===== src/rtl/dice_game_ctrl.sv =====
// Purpose : two-player turn controller for the six-face dice counter.
// Latency : button seen at an edge -> roll next cycle; last ROLL cycle -> result_valid two edges later.
// Backpr. : none; buttons are level requests, and anything seen outside IDLE/ROLL is ignored.
//
// Ports:
//    clk, res            clock, async active-high reset
//    btn0, btn1          player roll requests (level); only the turn player's button counts
//    face                current dice value from the dice counter (legal 1..6)
//    roll                advance enable to the dice counter, high exactly in ROLL
//    turn                player whose turn it is
//    result              last latched face
//    result_valid        one-cycle pulse while result and the score are fresh
//    score0, score1      accumulated scores
//    winner_valid        sticky game-over flag
//    winner              winning player (meaningful while winner_valid)
//    err                 sticky flag: an illegal face (0 or 7) was latched
module dice_game_ctrl #(
   parameter int TARGET   = 20,
   parameter int MIN_ROLL = 4,
   parameter int SCORE_W  = 6
) (
   input  logic               clk,
   input  logic               res,
   input  logic               btn0,
   input  logic               btn1,
   input  logic [2:0]         face,
   output logic               roll,
   output logic               turn,
   output logic [2:0]         result,
   output logic               result_valid,
   output logic [SCORE_W-1:0] score0,
   output logic [SCORE_W-1:0] score1,
   output logic               winner_valid,
   output logic               winner,
   output logic               err
);

   localparam logic [2:0] S_IDLE   = 3'd0;
   localparam logic [2:0] S_ROLL   = 3'd1;
   localparam logic [2:0] S_SETTLE = 3'd2;
   localparam logic [2:0] S_SCORE  = 3'd3;
   localparam logic [2:0] S_DONE   = 3'd4;

   // rcnt only has to tell "minimum reached" from "not yet", so it saturates
   // at MIN_ROLL-1 instead of growing without bound while a button is held.
   localparam int               RCNT_W    = (MIN_ROLL > 1) ? $clog2(MIN_ROLL) : 1;
   localparam logic [RCNT_W-1:0] RCNT_LAST = RCNT_W'(MIN_ROLL - 1);
   localparam logic [SCORE_W-1:0] TARGET_S = SCORE_W'(TARGET);

   logic [2:0]         state;
   logic [2:0]         state_nxt;
   logic [RCNT_W-1:0]  rcnt;
   logic               btn_turn;
   logic               face_ok;
   logic [SCORE_W-1:0] face_add;
   logic [SCORE_W-1:0] turn_score;
   logic               win;

   assign btn_turn   = turn ? btn1 : btn0;
   assign face_ok    = (face != 3'd0) && (face != 3'd7);
   assign face_add   = face_ok ? SCORE_W'(face) : '0;
   assign turn_score = turn ? score1 : score0;
   assign win        = (turn_score >= TARGET_S);

   // Pure state decode: no path from the buttons, and it falls with res.
   assign roll = (state == S_ROLL);

   always_comb begin
      state_nxt = state;
      case (state)
         S_IDLE:   if (btn_turn) state_nxt = S_ROLL;
         // An early release is held off until the minimum count is reached.
         S_ROLL:   if (!btn_turn && (rcnt == RCNT_LAST)) state_nxt = S_SETTLE;
         S_SETTLE: state_nxt = S_SCORE;
         S_SCORE:  state_nxt = win ? S_DONE : S_IDLE;
         S_DONE:   state_nxt = S_DONE;
         default:  state_nxt = S_IDLE;
      endcase
   end

   always_ff @(posedge clk or posedge res) begin
      if (res) begin
         state        <= S_IDLE;
         rcnt         <= '0;
         turn         <= 1'b0;
         result       <= 3'd0;
         result_valid <= 1'b0;
         score0       <= '0;
         score1       <= '0;
         winner_valid <= 1'b0;
         winner       <= 1'b0;
         err          <= 1'b0;
      end else begin
         state        <= state_nxt;
         result_valid <= 1'b0;
         case (state)
            S_IDLE: rcnt <= '0;
            S_ROLL: if (rcnt != RCNT_LAST) rcnt <= rcnt + 1'b1;
            S_SETTLE: begin
               // face has been stable for a cycle (roll was low), so latch it.
               rcnt         <= '0;
               result       <= face;
               result_valid <= 1'b1;
               if (turn) score1 <= score1 + face_add;
               else      score0 <= score0 + face_add;
               if (!face_ok) err <= 1'b1;
            end
            S_SCORE: begin
               if (win) begin
                  winner       <= turn;
                  winner_valid <= 1'b1;
               end else begin
                  turn <= ~turn;
               end
            end
            default: ;
         endcase
      end
   end

endmodule


===== config.mk =====
export PLATFORM = sky130hd
export DESIGN_NAME = dice_game_ctrl
export DESIGN_NICKNAME = d
export VERILOG_FILES = /design/src/rtl/dice_game_ctrl.sv
export SDC_FILE = /design/constraint.sdc
export NUM_CORES = 1
export LEC_CHECK = 0
export BUFFER_PORTS_ARGS = -buffer_cell sky130_fd_sc_hd__buf_2
export CORE_MARGIN = 2
export CORE_UTILIZATION = 42
export CTS_BUF_LIST = sky130_fd_sc_hd__clkbuf_16
export DETAILED_ROUTE_END_ITERATION = 6
export HOLD_SLACK_MARGIN = 0.12
export PLACE_DENSITY = 0.68
export SYNTH_ARGS = -nofsm -noshare
export SYNTH_HDL_FRONTEND = slang
export SYNTH_SLANG_ARGS = --single-unit

===== constraint.sdc =====
create_clock -name clk -period 2.3 [get_ports clk]
set_input_delay 0.23 -clock clk [delete_from_list [all_inputs] [get_ports clk]]
set_output_delay 0.23 -clock clk [all_outputs]
set_load 0.005 [all_outputs]

**Word level (Yosys, flattened, before mapping)**

Cells that the tools add are included.

- Word-level logic and storage cells: 51
- Bits in registers: 25
- Input bits: 7

- Bitwise gates (word level): 3
- Magnitude comparators: 1
- $add $sub $neg: 3
- Eq/ne operators: 10
- Reduce and logical (&&, ||, !) cells: 14
- Mux-type cells: 10

Operators by type and width:

| cell | count |
|---|---|
| 3-bit case mux with 5 select lines | 1 |
| 2-bit AND reduction | 7 |
| 6-bit by 3-bit adder with 6-bit output | 2 |
| 3-bit 2-to-1 mux | 4 |
| 3-bit by 2-bit == test with 1-bit output, second input constant | 2 |
| 6-bit by 5-bit greater-or-equal comparator with 1-bit output, second input constant | 1 |
| 6-bit 2-to-1 mux | 1 |
| 2-bit by 1-bit inequality test with 1-bit output, second input constant | 2 |
| 2-bit inequality test, second input constant | 2 |
| 2-bit case mux with 2 select lines | 1 |
| 3-bit by 1-bit == test with 1-bit output, second input constant | 1 |
| 3-bit == test, second input constant | 1 |
| 3-bit logical NOT | 1 |
| 3-bit inequality test, second input constant | 1 |
| 1-bit NOT | 3 |
| 3-bit nonzero test | 1 |
| 2-bit by 1-bit adder with 2-bit output, second input constant | 1 |
| 2-bit == test, second input constant | 1 |
| 1-bit logical AND | 2 |
| 1-bit 2-to-1 mux | 2 |
| 2-bit 2-to-1 mux | 1 |
| 2-bit nonzero test | 1 |
| 2-bit OR reduction | 1 |
| 1-bit logical NOT | 1 |

**Logic depth before layout (Yosys ltp)**

Gate-level depths: netlist (run 1).

- Depth after elaboration: 5
- Depth in mapped cells: 8

**Worst setup path before layout (run 1)**

No wires, ideal clock.

- Path type: register to register
- Start point: register score0[0]
- End point: register score0[4]
- Setup slack: 662 ps
- Arrival time: 1558 ps
- Buffers on the path: 0
- Clock period less this slack: 1638 ps
- Stages on the path, launching flop included: 6
- Required time: 2220 ps
- Cells stage by stage: dfrtp_1 > ha_1 > fa_1 > maj3_1 > nand3_1 > xnor2_1

- Cells in the longest elaborated chain, start to end: 1

RTL lines:

| what | RTL line | RTL |
|---|---|---|
| start, declared | 31 | `output logic [SCORE_W-1:0] score0,` |
| start signal, assigned | 105 | `else score0 <= score0 + face_add;` |
| 6-bit by 3-bit adder with 6-bit output | 105 |  |

No other way between the ends.
A chain may end at the register's enable or synchronous reset.

**Final worst setup path (run 1)**

Same ends and word-level chain as after synthesis.

==> results of run 1 <==
worst max-delay path: stages, from the launching register on:
cell,delay [ns]
dfrtp_1,0.39
ha_1,0.23
fa_1,0.45
maj3_1,0.34
nand3_1,0.10
xnor2_1,0.12
per-layer routing:
layer	track usage, %	vias up
met2	24.6	18
met4	3.81	0
met5	0	-
met3	3.93	2
li1	-	459
met1	18.8	438
layout by cell type (no fill, tap or decap), types with 2 or more instances in the layout:
cell / n
xnor2_1: 9
o21ai_0: 9
fa_1: 2
nor3_4: 2
nand3_1: 3
mux2_2: 6
inv_1: 6
ha_1: 5
a21oi_1: 6
buf_2: 27
maj3_1: 3
clkbuf_16: 3
mux2i_1: 2
nand4_1: 2
a21o_1: 3
dfrtp_1: 25
nand2b_1: 5
nand2_1: 9
nor2_1: 5
worst max path at each step:
stage / to / start / cells after the start / slack [ns]
2_1_floorplan: score0[4] / score0[0] / 5 / 0.66
3_3_place_gp: score1[4] / face[0] / 9 / 0.46
3_5_place_dp: score1[4] / face[0] / 9 / 0.38
4_1_cts: score0[4] / score0[0] / 5 / 0.58
5_1_grt: score1[2] / face[0] / 8 / 0.52
6_report: score0[4] / score0[0] / 5 / 0.60
through the flow:
| step | hold WS [ns] | total power (W) | area [µm²] |
|---|---|---|---|
| after detailed placement | 0.298 | 0.00123 | 1480 |
| after CTS | 0.278 | 0.00162 | 1570 |
| final | 0.279 | 0.00160 | 1570 |
| after global placement | 0.292 | 0.00121 | 1480 |
| after global routing | 0.301 | 0.00173 | 1570 |
| after floorplan | 0.257 | 0.00103 | 1300 |
power breakdown:
group | switching [W] | leakage (nW) | internal (W)
Combinational | 0.000226 | 0.445 | 0.000275
Sequential | 0.000140 | 0.327 | 0.000571
Clock | 0.000151 | 0.0371 | 0.000236
Total | 0.000517 | 0.810 | 0.00108
kinds of logic (layout without fill, tap and decap cells):
kind of cell / Yosys count / after routing / share of synthesized area (%)
and+or+nand+nor: 32 / 32 / 14.5
adders and majority gates: 11 / 11 / 11.1
xor gates and xnor gates: 10 / 10 / 6.76
DFF: 25 / 25 / 48.3
muxes: 8 / 8 / 6.76
buffers and inverters: 8 / 40 / 2.41
AOI/OAI and AO/OA: 21 / 21 / 10.2
timing repair:
action / in CTS / in global routing
hold endpoints to repair: 25 / 0
endpoints found under the setup margin: 0 / 0
gates resized for setup: 0 / 0
hold buffers: 1 / 0
buffers inserted: 0 / 0
final cells by class:
class / instances / share of cell area [%]
Clock buffer: 3 / 4.79
Clock inverter: 1 / 0.479
Inverter: 7 / 1.68
Sequential cell: 25 / 39.9
Multi-Input combinational cell: 82 / 40.8
Tap cell: 33 / 2.63
Timing Repair Buffer: 29 / 9.74
flip-flops by register name (all words and copies together), names as in the netlist:
register and flops:
err 1, result 3, rcnt 2, score0 6, result_valid 1, state 3, turn 1, score1 6
winner 1, winner_valid 1
==> results.tsv, run 1 <==
metric	value	unit
p_leak	0.810	nW
utilization	52.2	%
min_period	1.70	ns
routedWlPerCell	12.4	µm
worst_hold_path.endpoint	result[2]	
clockRootBuffer	clkbuf_16	
clkLatencyLatePin	0.25	ns
worstSetupPathType	reg -> reg	
synth_area_leaders	dfrtp_1 48%, xnor2_1 6.1%, mux2_2 5.2%, ha_1 4.8%, o21ai_0 3.5%	
die_w	59.6	µm
clockBufferDepth	2	
synth_edf_count	0	
clock_sinks	25	
r2r_slack	0.60	ns
top_layer_used	met4	
io_buffers	27	
die_h	59.6	µm
relSlewSlack	70.0	%
grt_max_degree	26	
timing.rr.start	score0[0]	
synth_top_area_cell	dfrtp_1	
max_freq	589	MHz
wl_met2	1100	µm
drt-total-wl	2240	µm
finClkSkew	0.00174	ns
io_pins	28	
cp.required	2.48	ns
syn_inst	115	
ys.flop_type	dfrtp_1	
path_max_fanout	3	
worstMarginPinSlew	0.449	ns
setup_viol	0	
hold-path-cell-count	2	
synth_fp_nets	129	
drive_above_1_share	30.6	%
min-delay-start	face[2]	
cp.arrival	1.88	ns
fin_ws	0.601	ns
dpl.hpwl	1740	µm
clk_pin_slew	0.06	ns
vias	917	
start_util	43.2	%
firstDrtPassIters	4	
antenna_found_initial	0	
grt_setup_unrepaired	no	
n_fill_cell	281	
core	0.00300	mm²
hold_viol_final	0	
ys_seq_elements	25	
cts_tree	done	
ant_nets	0	
final_nets	162	
vdd_ir_drop_max	0.000565	V
grt.total_usage	14.7	%
ys_seq_area_share	48.3	%
grt-ovfl-total	0	
synth_common_cells	25 x dfrtp_1, 9 x nand2_1, 9 x o21ai_0, 9 x xnor2_1	
synth_top_area_share	48.3	%
yosys_warnings	0	
vias_per_cell	5.09	
drt-initial-drc-count	38	
numCtsBuffers	3	
hold_path_class	in -> reg	
regArea	626	µm²
finalMaxSlewViolations	0	
r2r_cells	5	
start_kind	register	
dpl.cell_count	175	
reg2reg_to	score0[4]	
yosysMostFrequentCell	dfrtp_1	
syn_to_final_growth	20.9	%
status	finished, final reports clean	
drv_cap	0	
grt_pass1_vias	882	
multi_input_area	639	µm²
final_cells	180	
die_area	0.00355	mm²
syn-cell-area	0.00130	mm²
antenna_cells	0	
h-tree-depth	1	
critPathCaptureType	register	
grt_pass1_wl	3970	µm
post-route-period-util	73.9	%
synth.avg_cell_area	11.3	µm²
met1_length	1030	µm
gp_congestion	0.722	
power_density	1020	mW/mm²
final.setup.tns	0	ns
yosysUniqueCellTypes	30	
drcViolationCount	0	
pre_cts_slack	0.376	ns
fp-row-count	20	
met3_length	91	µm
synthArstFlopShare	100	%
(Power assumes the default switching activity.)
==> run 2: changes to the inputs <==
Settings changed: PLACE_DENSITY 0.68 to 0.71.
Clock period 2.3 ns to 1.5 ns, I/O delays scaled along.
==> results.tsv, run 2 (same netlist as run 1, synthesis figures left out) <==
metric	value	unit	change
status	finished with violations		was finished, final reports clean
violations	negative setup slack		
hold_path_class	in -> reg		unchanged
finClkSkew	0.00307	ns	was 0.00174 ns
switchingPower	0.000839	W	was 0.000517 W
clkLatencyLatePin	0.26	ns	was 0.25 ns
cp.arrival	1.68	ns	was 1.88 ns
power.share.switching	31.9	%	was 32.3%
drcViolationCount	0		unchanged
path_max_fanout	2		was 3
io_buffers	27		unchanged
clockBufferDepth	2		unchanged
grt_setup_unrepaired	yes		was no
final_nets	177		was 162
drive_above_1_share	43.8	%	was 30.6%
start_kind	register		unchanged
drt-initial-drc-count	17		was 38
setup_viol	2		was 0
p_leak	0.886	nW	was 0.810 nW
n_fill_cell	271		was 281
start_util	43.2	%	unchanged
grt_max_degree	26		unchanged
fin_ws	-0.0404	ns	was 0.601 ns
clockRootBuffer	clkbuf_16		unchanged
fin_hold_ws	0.269	ns	was 0.279 ns
core	0.00300	mm²	unchanged
die_h	59.6	µm	unchanged
vdd_ir_drop_max	0.000665	V	was 0.000565 V
vias	983		was 917
grt_pass1_wl	4130	µm	was 3970 µm
clock_sinks	25		unchanged
timing.rr.start	score0[0]		unchanged
finalMaxSlewViolations	0		unchanged
numCtsBuffers	3		unchanged
die_w	59.6	µm	unchanged
crit_chain	ha_2 -> fa_2 -> buf_6 -> xor2_1 -> nand2_1 -> xnor2_1		was ha_1 -> fa_1 -> maj3_1 -> nand3_1 -> xnor2_1
vias_per_cell	5.04		was 5.09
min_period	1.54	ns	was 1.70 ns
power_density	1540	mW/mm²	was 1020 mW/mm²
die_area	0.00355	mm²	unchanged
hold-path-cell-count	4		was 2
grt_pass1_vias	974		was 882
comb_power_share	37.6	%	was 31.3%
final_common_cell	buf_2		unchanged
h-tree-depth	1		unchanged
drv_cap	0		unchanged
seqPwrFrac	40.8	%	was 44.5%
hold_viol_final	0		unchanged
grt-ovfl-total	0		unchanged
cpPeakStageDelay	0.38	ns	was 0.45 ns
clockPowerShare	21.6	%	was 24.2%
cts_tree	done		unchanged
ant_nets	0		unchanged
fp-row-count	20		unchanged
reg.largest.list	score0 x6, score1 x6		unchanged
slowest_stage	dfrtp_1		was fa_1
min-delay-start	btn0		was face[2]
cp.required	1.64	ns	was 2.48 ns
internal-power	0.00179	W	was 0.00108 W
io_pins	28		unchanged
relSlewSlack	78.8	%	was 70.0%
routedWlPerCell	12.7	µm	was 12.4 µm
firstDrtPassIters	4		unchanged
crit_start	score0[0]		unchanged
post-route-period-util	103	%	was 73.9%
final_cell_mix	27 x buf_2, 24 x dfrtp_1, 15 x buf_4		was 27 x buf_2, 25 x dfrtp_1, 9 x nand2_1, 9 x xnor2_1, 9 x o21ai_0
gp_congestion	0.789		was 0.722
grt.total_usage	15.6	%	was 14.7%
clk_pin_slew	0.06	ns	about the same
worstMarginPinSlew	0.313	ns	was 0.449 ns
antenna_found_initial	0		unchanged
dpl.hpwl	1860	µm	was 1740 µm
worstSetupPathType	reg -> reg		unchanged
final.setup.tns	-0.0747	ns	was 0 ns
drt-total-wl	2480	µm	was 2240 µm
r2r_cells	6		was 5
syn_to_final_growth	31.6	%	was 20.9%
max_freq	649	MHz	was 589 MHz
antenna_cells	0		unchanged
critPathCaptureType	register		unchanged
-- run 2: changes by cell type in the layout (fill, tap and decap cells not counted), sizes merged --
cell	delta
buf	+15
clkinvlp	-1
inv	+1
-- run 2: path summary, 6_finish.rpt --
kind / endpoint / slack [ns]
min reg2reg: err / 0.46
min: state[1] / 0.27
max: score0[2] / -0.04
max in group asynchronous: state[2] / 0.75
min in group asynchronous: score0[1] / 0.50
max reg2reg: score0[2] / -0.04
-- run 2: power groups by stage --
stage | Clock (W) | Combinational [W] | Sequential [W]
finish | 0.000570 | 0.000989 | 0.00107
global route | 0.000616 | 0.00113 | 0.00110
CTS | 0.000595 | 0.000967 | 0.00107
detailed placement | 0 | 0.000895 | 0.00109
global placement | 0 | 0.000855 | 0.00107
floorplan | 0 | 0.000507 | 0.00108
-- run 2: area by class of cell --
type,instances,area (µm²),area share (%)
sequential,25,627,36.8
timing repair buffer,44,269,15.8
clock inverter,1,3.75,0.220
tap,33,41.3,2.42
multi-input combinational,82,663,38.9
inverter,7,26.3,1.54
clock buffer,3,75.1,4.40
-- run 2: repair_timing --
action                                  4_1_cts  5_1_grt
hold buffers                                  1        0
gates resized for setup                       4        6
pin swaps                                     1       10
setup buffers                                 3        1
hold endpoints to repair                     25        0
endpoints found under the setup margin        5        9
-- run 2: worst max-delay path, delay by kind of cell, from the launching register on --
| family | cells | cell delay, ns |
|---|---|---|
| DFF | 1 | 0.38 |
| and+or+nand+nor | 1 | 0.08 |
| xor gates and xnor gates | 2 | 0.27 |
| adders and majority gates | 2 | 0.56 |
| buffers and inverters | 1 | 0.13 |
-- run 2: metal layers --
metal,share of wire (%),up-vias,GRT usage [%]
met4,1.7,0,6.67
met3,3.1,3,2.62
met5,0,-,0
li1,-,490,-
met2,51,22,26.5
met1,44,468,19.4
-- run 2: per-stage QoR --
| step | instances | util [%] | cell area [µm²] | worst slack, ns | total power [W] |
|---|---|---|---|---|---|
| 5_1_grt | 195 | 56.8 | 1710 | -0.0829 | 0.00285 |
| 3_5_place_dp | 186 | 52.1 | 1560 | -0.211 | 0.00198 |
| 3_3_place_gp | 186 | 52.1 | 1560 | -0.174 | 0.00192 |
| 6_report | 195 | 56.8 | 1710 | -0.0404 | 0.00263 |
| 4_1_cts | 194 | 56.0 | 1680 | -0.0418 | 0.00264 |
| 2_1_floorplan | 115 | - | 1300 | -0.0228 | 0.00159 |
==> run 3: changes to the inputs <==
Settings changed: PLACE_DENSITY 0.71 to 0.67.
==> results.tsv, run 3 (same netlist as run 1, synthesis figures left out) <==
metric	value	unit	change
p_leak	0.876	nW	was 0.886 nW
routedWlPerCell	12.6	µm	was 12.7 µm
n_fill_cell	275		was 271
final_cell_mix	27 x buf_2, 25 x dfrtp_1, 12 x buf_4, 9 x o21ai_0		was 27 x buf_2, 24 x dfrtp_1, 15 x buf_4
final_cells	192		was 195
drt-initial-drc-count	24		was 17
path_max_fanout	2		unchanged
finalPower	0.00258	W	was 0.00263 W
grt-ovfl-total	0		unchanged
dpl.hpwl	1810	µm	was 1860 µm
path_delay_family	adder cells		unchanged
die_w	59.6	µm	unchanged
grt_setup_unrepaired	yes		unchanged
crit_chain	ha_2 -> fa_2 -> buf_6 -> xor2_1 -> nand2_1 -> xnor2_1		unchanged
fin_ws	-0.0325	ns	was -0.0404 ns
grt_max_degree	26		unchanged
crit_start	score0[0]		unchanged
finalMaxSlewViolations	0		unchanged
cp.arrival	1.67	ns	was 1.68 ns
numCtsBuffers	3		unchanged
clkLatencyLatePin	0.26	ns	about the same
ant_nets	0		unchanged
status	finished with violations		unchanged
io_buffers	27		unchanged
utilization	56.2	%	was 56.8%
clock_sinks	25		unchanged
gp_congestion	0.763		was 0.789
cp.required	1.64	ns	about the same
grt.total_usage	16.1	%	was 15.6%
drt-total-wl	2420	µm	was 2480 µm
final_nets	174		was 177
h-tree-depth	1		unchanged
worst-path-buf-inv	1		unchanged
worstSetupPathType	reg -> reg		unchanged
setup_viol	4		was 2
antenna_cells	0		unchanged
cts_tree	done		unchanged
hold_viol_final	0		unchanged
die_area	0.00355	mm²	unchanged
antenna_found_initial	0		unchanged
final_common_cell	buf_2		unchanged
hold_path_class	in -> reg		unchanged
power_density	1530	mW/mm²	was 1540 mW/mm²
critPathCaptureType	register		unchanged
drive_above_1_share	43.4	%	was 43.8%
io_pins	28		unchanged
vdd_ir_drop_max	0.000737	V	was 0.000665 V
reg.largest.list	score0 x6, score1 x6		unchanged
fp-row-count	20		unchanged
min-delay-start	btn1		was btn0
syn_to_final_growth	30.2	%	was 31.6%
violations	negative setup slack		unchanged
start_kind	register		unchanged
firstDrtPassIters	4		unchanged
vias	994		was 983
post-route-period-util	102	%	was 103%
die_h	59.6	µm	unchanged
core	0.00300	mm²	unchanged
timing.rr.start	score0[0]		unchanged
clk_pin_slew	0.06	ns	about the same
grt_pass1_vias	1072		was 974
slowest_stage	dfrtp_1		unchanged
start_util	43.2	%	unchanged
grt_pass1_wl	4280	µm	was 4130 µm
max_freq	653	MHz	was 649 MHz
drv_cap	0		unchanged
worstMarginPinSlew	0.466	ns	was 0.313 ns
relSlewSlack	68.9	%	was 78.8%
min_period	1.53	ns	was 1.54 ns
finClkSkew	0.00369	ns	was 0.00307 ns
drcViolationCount	0		unchanged
clockRootBuffer	clkbuf_16		unchanged
cpPeakStageDelay	0.38	ns	about the same
clockBufferDepth	2		unchanged
vias_per_cell	5.18		was 5.04
dpl.cell_count	184		was 186
==> run 3: cell count changes in the layout (fill, tap and decap cells not counted), sizes merged <==
cell    change
buf         -3
clkinv      +1
inv         -1
==> run 3: stage by stage <==
step / worst slack, ns / hold slack [ns] / setup TNS [ns] / cell area [µm²]
after floorplan: -0.0228 / 0.177 / -0.0228 / 1300
after global placement: -0.167 / 0.214 / -0.575 / 1550
after detailed placement: -0.211 / 0.219 / -0.920 / 1550
after CTS: -0.0675 / 0.253 / -0.177 / 1660
after global routing: -0.116 / 0.281 / -0.690 / 1690
final: -0.0325 / 0.263 / -0.0991 / 1690
==> run 3: path summary, 6_finish.rpt <==
| path | endpoint | slack (ns) | cells after the start |
|---|---|---|---|
| worst max register to register | score0[2] | -0.03 | 6 |
| worst min register to register | err | 0.45 | 1 |
| worst max-delay path | score0[2] | -0.03 | 6 |
| min in group asynchronous | score0[5] | 0.49 | 4 |
| worst min-delay path | state[1] | 0.26 | 4 |
| max in group asynchronous | score0[2] | 0.77 | 4 |
==> run 3: timing repair <==
item | in CTS | in global routing
setup endpoints to repair | 6 | 13
buffers inserted | 2 | 1
hold endpoints to repair | 25 | 0
hold buffers | 1 | 0
gates resized for setup | 5 | 5
pin swaps | 7 | 9
==> run 3: cell type report <==
class | count | area [µm²] | share of cell area (%)
flip-flops and latches | 25 | 626 | 37.1
well taps | 33 | 41.3 | 2.45
repair buffers | 41 | 246 | 14.6
inverters | 7 | 26.3 | 1.56
multi-input cells | 82 | 668 | 39.6
clock buffers | 3 | 75.1 | 4.45
clock inverters | 1 | 5.00 | 0.297
==> run 3: worst min-delay path, stage by stage <==
cell,delay [ns]
buf_2,0.07
mux2i_1,0.08
nand4b_1,0.11
a21oi_1,0.06
==> run 3: routing by layer <==
metal	global-route usage [%]	share of wire, %
met5	0	0
met4	7.30	1.8
met3	3.28	4.6
met2	29.0	52
met1	17.9	42
==> run 3: report_power, final <==
part | total (W) | switching (W) | internal, W
registers | 0.00107 | 0.000191 | 0.000875
clock network | 0.000583 | 0.000224 | 0.000359
logic | 0.000936 | 0.000408 | 0.000527
